[src/rtl/mult_div_unit.sv]
// Iterative MULT/MULTU/DIV/DIVU unit, one bit per clock, into HI/LO.
// Ports: clk, Reset, Start, Op, Operand_A/B in; Busy, Done, Div_By_Zero, Hi, Lo out.
module mult_div_unit #(
  parameter int WIDTH = 32
) (
  input  logic             clk,
  input  logic             Reset,
  input  logic             Start,
  input  logic [1:0]       Op,
  input  logic [WIDTH-1:0] Operand_A,
  input  logic [WIDTH-1:0] Operand_B,
  output logic             Busy,
  output logic             Done,
  output logic             Div_By_Zero,
  output logic [WIDTH-1:0] Hi,
  output logic [WIDTH-1:0] Lo
);

  localparam int CW = $clog2(WIDTH);

  typedef enum logic [1:0] {
    IDLE,
    RUN,
    FIN
  } state_t;

  state_t state, state_nxt;

  logic             load;
  logic             last;
  logic [CW-1:0]    cnt;
  logic             is_div;
  logic             neg_q;
  logic             neg_r;
  logic             dbz;
  logic [WIDTH-1:0] a_orig;
  logic [WIDTH-1:0] mag_a;
  logic [WIDTH-1:0] mag_b;
  logic [WIDTH-1:0] acc_hi;
  logic [WIDTH-1:0] acc_lo;

  logic             sgn_op;
  logic             sgn_a;
  logic             sgn_b;
  logic [WIDTH:0]   sum;
  logic [WIDTH:0]   rsh;
  logic [WIDTH:0]   diff;
  logic             ge;
  logic [WIDTH-1:0] it_hi;
  logic [WIDTH-1:0] it_lo;
  logic [2*WIDTH-1:0] prod;
  logic [WIDTH-1:0] fin_hi;
  logic [WIDTH-1:0] fin_lo;

  assign last = (cnt == '0);

  always_ff @(posedge clk) begin
    if (Reset) state <= IDLE;
    else       state <= state_nxt;
  end

  always_comb begin
    state_nxt = state;
    load      = 1'b0;
    Busy      = 1'b0;
    Done      = 1'b0;
    unique case (state)
      IDLE: begin
        if (Start) begin
          load      = 1'b1;
          state_nxt = RUN;
        end
      end
      RUN: begin
        Busy = 1'b1;
        if (last) state_nxt = FIN;
      end
      FIN: begin
        Done = 1'b1;
        if (Start) begin
          load      = 1'b1;
          state_nxt = RUN;
        end else begin
          state_nxt = IDLE;
        end
      end
      default: state_nxt = IDLE;
    endcase
  end

  assign Div_By_Zero = Done & dbz;

  assign sgn_op = Op[0];
  assign sgn_a  = sgn_op & Operand_A[WIDTH-1];
  assign sgn_b  = sgn_op & Operand_B[WIDTH-1];

  // Multiply: add multiplicand into the upper half when the
  // multiplier LSB (held in acc_lo) is set, then shift right.
  assign sum = {1'b0, acc_hi} + (acc_lo[0] ? {1'b0, mag_a} : '0);

  // Restoring divide: acc_lo shifts dividend out, quotient in.
  assign rsh  = {acc_hi, acc_lo[WIDTH-1]};
  assign diff = rsh - {1'b0, mag_b};
  assign ge   = ~diff[WIDTH];

  always_comb begin
    if (is_div) begin
      it_hi = ge ? diff[WIDTH-1:0] : rsh[WIDTH-1:0];
      it_lo = {acc_lo[WIDTH-2:0], ge};
    end else begin
      it_hi = sum[WIDTH:1];
      it_lo = {sum[0], acc_lo[WIDTH-1:1]};
    end
  end

  // Sign fix-up folded into the final HI/LO write.
  always_comb begin
    prod   = {it_hi, it_lo};
    fin_hi = it_hi;
    fin_lo = it_lo;
    if (!is_div) begin
      if (neg_q) prod = -prod;
      fin_hi = prod[2*WIDTH-1:WIDTH];
      fin_lo = prod[WIDTH-1:0];
    end else if (dbz) begin
      fin_hi = a_orig;
      fin_lo = '1;
    end else begin
      if (neg_q) fin_lo = -it_lo;
      if (neg_r) fin_hi = -it_hi;
    end
  end

  always_ff @(posedge clk) begin
    if (Reset) begin
      cnt    <= '0;
      is_div <= 1'b0;
      neg_q  <= 1'b0;
      neg_r  <= 1'b0;
      dbz    <= 1'b0;
      a_orig <= '0;
      mag_a  <= '0;
      mag_b  <= '0;
      acc_hi <= '0;
      acc_lo <= '0;
      Hi     <= '0;
      Lo     <= '0;
    end else if (load) begin
      cnt    <= CW'(WIDTH - 1);
      is_div <= Op[1];
      neg_q  <= sgn_a ^ sgn_b;
      neg_r  <= sgn_a;
      dbz    <= Op[1] & (Operand_B == '0);
      a_orig <= Operand_A;
      mag_a  <= sgn_a ? -Operand_A : Operand_A;
      mag_b  <= sgn_b ? -Operand_B : Operand_B;
      acc_hi <= '0;
      // Divide loads the dividend magnitude, multiply the multiplier.
      if (Op[1]) acc_lo <= sgn_a ? -Operand_A : Operand_A;
      else       acc_lo <= sgn_b ? -Operand_B : Operand_B;
    end else if (state == RUN) begin
      cnt    <= cnt - 1'b1;
      acc_hi <= it_hi;
      acc_lo <= it_lo;
      if (last) begin
        Hi <= fin_hi;
        Lo <= fin_lo;
      end
    end
  end

endmodule

[config.mk]
export PLATFORM = sky130hd
export DESIGN_NAME = mult_div_unit
export DESIGN_NICKNAME = d
export VERILOG_FILES = /design/src/rtl/mult_div_unit.sv
export SDC_FILE = /design/constraint.sdc
export NUM_CORES = 1
export LEC_CHECK = 0
export CORE_MARGIN = 10
export CORE_UTILIZATION = 27
export CTS_BUF_LIST = sky130_fd_sc_hd__clkbuf_4 sky130_fd_sc_hd__clkbuf_8
export CTS_CLUSTER_DIAMETER = 40
export CTS_CLUSTER_SIZE = 25
export DETAILED_ROUTE_END_ITERATION = 10
export PLACE_DENSITY = 0.49
export RECOVER_POWER = 50
export SYNTH_ARGS = -nofsm -noshare
export SYNTH_HDL_FRONTEND = slang
export SYNTH_SLANG_ARGS = --single-unit
[constraint.sdc]
create_clock -name clk -period 14.1 [get_ports clk]
set_clock_uncertainty 0.05 [all_clocks]
set_input_delay 2.82 -clock clk [delete_from_list [all_inputs] [get_ports clk]]
set_output_delay 2.82 -clock clk [all_outputs]
set_load 0.01 [all_outputs]
==> reports/qor.yml <==
grt_setup_unrepaired: "false"
detailroute.wirelength.met3_um: 4604
power.sequential.fraction: 0.310
wirelength_met1_um: 36830
tritoncts: "built"
layout-drive-gt1-share: 0.07575
dpl.hpwl_um: 64120
worst_path_most_repeated_cell: "clkbuf_1"
synth.avg_cell_area_um2: 7.342
synth_compound_gate_area_share: 0.2686
overall_via_count_from_detail_route: 18700
post-synth-top-count-cell: "nand2_1"
failed_checks: "capacitance limit, slew limit"
drt_iter0_markers: 1662
slew_violations: 230
drt-total-wl_um: 83240
timing.final.crit_share: 0.7220
max_freq_ghz: 0.09823
post_synth_edffs: 0
groute.usage.overall: 0.2080
synth_cell_area_um2: 18010
ys_ff_latch: 234
synth_cells: 2453
synth_area_leader_cell: "dfxtp_1"
start_util: 0.2730
finalHoldViolCount: 0
synth-seq-area-share: 0.2601
synth.area.top_cells: "dfxtp_1 26%, nand2_1 6.8%, a21oi_1 6.1%, nor2_1 5.9%, xnor2_1 5.8%"
path_clk_slew_ps: 60
timing.critical_path.required_ps: 14370
area_of_the_die_um2: 77440
clock_insertion_delay_worst_skew_ps: 660
ys.warnings.count: 0
synth_adder_area_share: 0.05085
grt_antenna_before_repair: 1
finish.net_count: 2648
final_period_minus_worst_setup_slack_ps: 10180
ir_worst_vdd_uv: 58.84
slowest_delay_ps: 3610
synthesis.nets: 2594
placed_area_um2: 20020
floorplan.io_pins: 136
area_growth_pct: 18.01
dr.max_layer_used: "met4"
drv.max_cap_violation_count: 3
synth_top_family_by_area: "compound AO/OA/AOI/OAI gates"
fp.dieW_um: 278.3
buffer_ports.inserted: 135
worstMarginPinSlew_ps: 5277
postSynth.asyncResetShare: 0
route.detailed.drc: 0
cts.repair_timing.setup_buffer_count: 0
synthMuxAreaShare: 0.02640
setup_violations: 0
path_buf_inv: 2
netlist.area_leader.share: 0.2601
largest_net_degree_at_the_start_of_global_routing: 195
share_clk_of_total_power: 0.376
post-layout-total-power_w: 0.002439
switching_share: 0.3815
grt_pass1_wl_um: 122800
globalRoute.totalOverflow: 0
core_box_area_um2: 65980
hold_class: "reg -> reg"
powerDensity_nw_per_um2: 114.8
worstPathArrival_ps: 10450
slew-limit-headroom: -2.518
timing.setup.tns_ps: 0
layout_fillers: 7025
hold_buffer_count_at_cts: 0
detailedRoute.firstPassIterationCount: 5
layout.cell_area.non_filler_um2: 21260
combPwrFrac: 0.315
cpLargestDelayFamily: "buffers and inverters"
internal_power_w: 0.001509
outcome: "finished with violations"
ctsHtreeMaxLevel: 2
synth-main-ff-cell: "dfxtp_1"
grt_pass1_vias: 18010
post_drt_via_cell_ratio: 5.478
met2_length_um: 38200
worstSetupPathType: "in -> reg"
numClockSinks: 234
ctsRootBufferMaster: "clkbuf_8"
clock_path_buffers: 3
total_switching_power_w: 0.0009306
setup.worst_path.start_class: "input pin"
synth_cell_type_count: 104
xor_xnor_portion_of_the_synthesized_cell_area: 0.08996
worst_path_max_delay_cell: "clkbuf_1"
synth-simple-area-share: 0.2516
worstSetupEndpointType: "register"
leakagePower_nw: 7.823
die_y_um: 278.3
rows: 94
antenna_violating_nets_post_route: 0
timing.critical_path.cells: "clkbuf_1 > clkbuf_1 > a21oi_1 > o2111ai_1 > o21ai_0"
cts_buffers: 53
gp_routability_congestion: 0.9549
detail_route.wl_per_cell_um: 24.39
cts_repair_resize_count: 0
synth_common_cells: "328 x nand2_1, 282 x nor2_1, 234 x dfxtp_1"
path_max_fanout: 105
==> per-layer routing <==
| layer | up-vias | global-route usage |
|---|---|---|
| li1 | 8884 | - |
| met1 | 9006 | 0.2684 |
| met2 | 672 | 0.3404 |
| met3 | 136 | 0.03280 |
| met4 | 0 | 0.08584 |
| met5 | - | 0 |
==> cell type report <==
cell class	count	area [um^2]	area share
multi-input combinational	1985	12420	0.5841
sequential	234	4691	0.2207
timing repair buffer	163	1559	0.07335
tap	864	1081	0.05086
clock buffer	71	933.4	0.04391
clock inverter	25	310.3	0.01460
inverter	70	262.8	0.01236
antenna	1	2.502	0.0001177
==> worst register-to-register path, delay by kind of cell (launching register included) <==
| kind | cells | cell delay, ps |
|---|---|---|
| DFF | 1 | 410 |
| AOI/OAI and AO/OA | 9 | 2650 |
| buffers and inverters | 2 | 280 |
| and+or+nand+nor | 8 | 2380 |
| adders and majority gates | 3 | 880 |
| xor gates and xnor gates | 1 | 150 |
==> cells by family after synthesis <==
group           count (synthesis)
compound gates                717
xor+xnor                      185
fa+ha+maj                      72
buf+inv                       234
flops                         234
mux                            47
simple gates                  964
==> cell usage in the layout (no fill, tap or decap), types with 7 or more instances in the layout <==
cell,count
clkdlybuf4s50_1,69
dlygate4sd3_1,64
o21a_1,10
a21o_1,26
nor2b_1,11
nor4_1,20
inv_1,68
a21oi_1,221
mux2i_1,43
nand2_1,328
nand2b_1,47
a31oi_1,27
and2_1,50
o31ai_1,17
o21ai_1,15
nand4_1,22
a2111oi_0,7
o211ai_1,59
xor2_1,65
o21ai_0,106
buf_4,26
nor3_1,60
or3_1,19
or4_1,8
a211oi_1,123
clkinv_2,7
clkbuf_8,64
nand3_1,51
o41ai_1,7
xnor2_1,120
clkbuf_4,7
dfxtp_1,231
and3_1,12
ha_1,70
clkinvlp_4,8
nor2_1,280
==> power groups by stage <==
| stage | registers [W] | logic [W] | clock network [W] |
|---|---|---|---|
| floorplan | 0.000753 | 0.000499 | 0 |
| global placement | 0.000766 | 0.000761 | 0 |
| detailed placement | 0.000768 | 0.000759 | 0 |
| CTS | 0.000754 | 0.000763 | 0.000937 |
| global route | 0.000761 | 0.000830 | 0.000965 |
| finish | 0.000755 | 0.000768 | 0.000917 |
==> state kept, by name, summed over array words and instances (netlist names) <==
| name | cells |
|---|---|
| Hi | 32 |
| Lo | 32 |
| a_orig | 32 |
| acc_hi | 32 |
| acc_lo | 32 |
| cnt | 5 |
| dbz | 1 |
| is_div | 1 |
| mag_a | 31 |
| mag_b | 32 |
| neg_q | 1 |
| neg_r | 1 |
| state | 2 |
==> through the flow <==
stage | hold WS (ps) | instances | utilization | setup WS (ps)
floorplan | 381.2 | 2453 | - | 8314
global placement | 387.9 | 3316 | 0.3035 | 7379
detailed placement | 385.3 | 3316 | 0.3035 | 7276
CTS | 393.3 | 3412 | 0.3223 | 7282
global route | 424.3 | 3412 | 0.3221 | 3429
finish | 385.0 | 3413 | 0.3221 | 3920
==> worst paths after layout <==
kind	from	endpoint	slack [ps]	cells past startpoint
setup / recovery	Reset	Hi[19]	3920	5
hold / removal	Hi[18]	Hi[18]	390	2
setup reg to reg	acc_lo[31]	Hi[24]	7130	23
hold reg to reg	Hi[18]	Hi[18]	390	2
No activity file was read; power rests on OpenSTA's default activity.
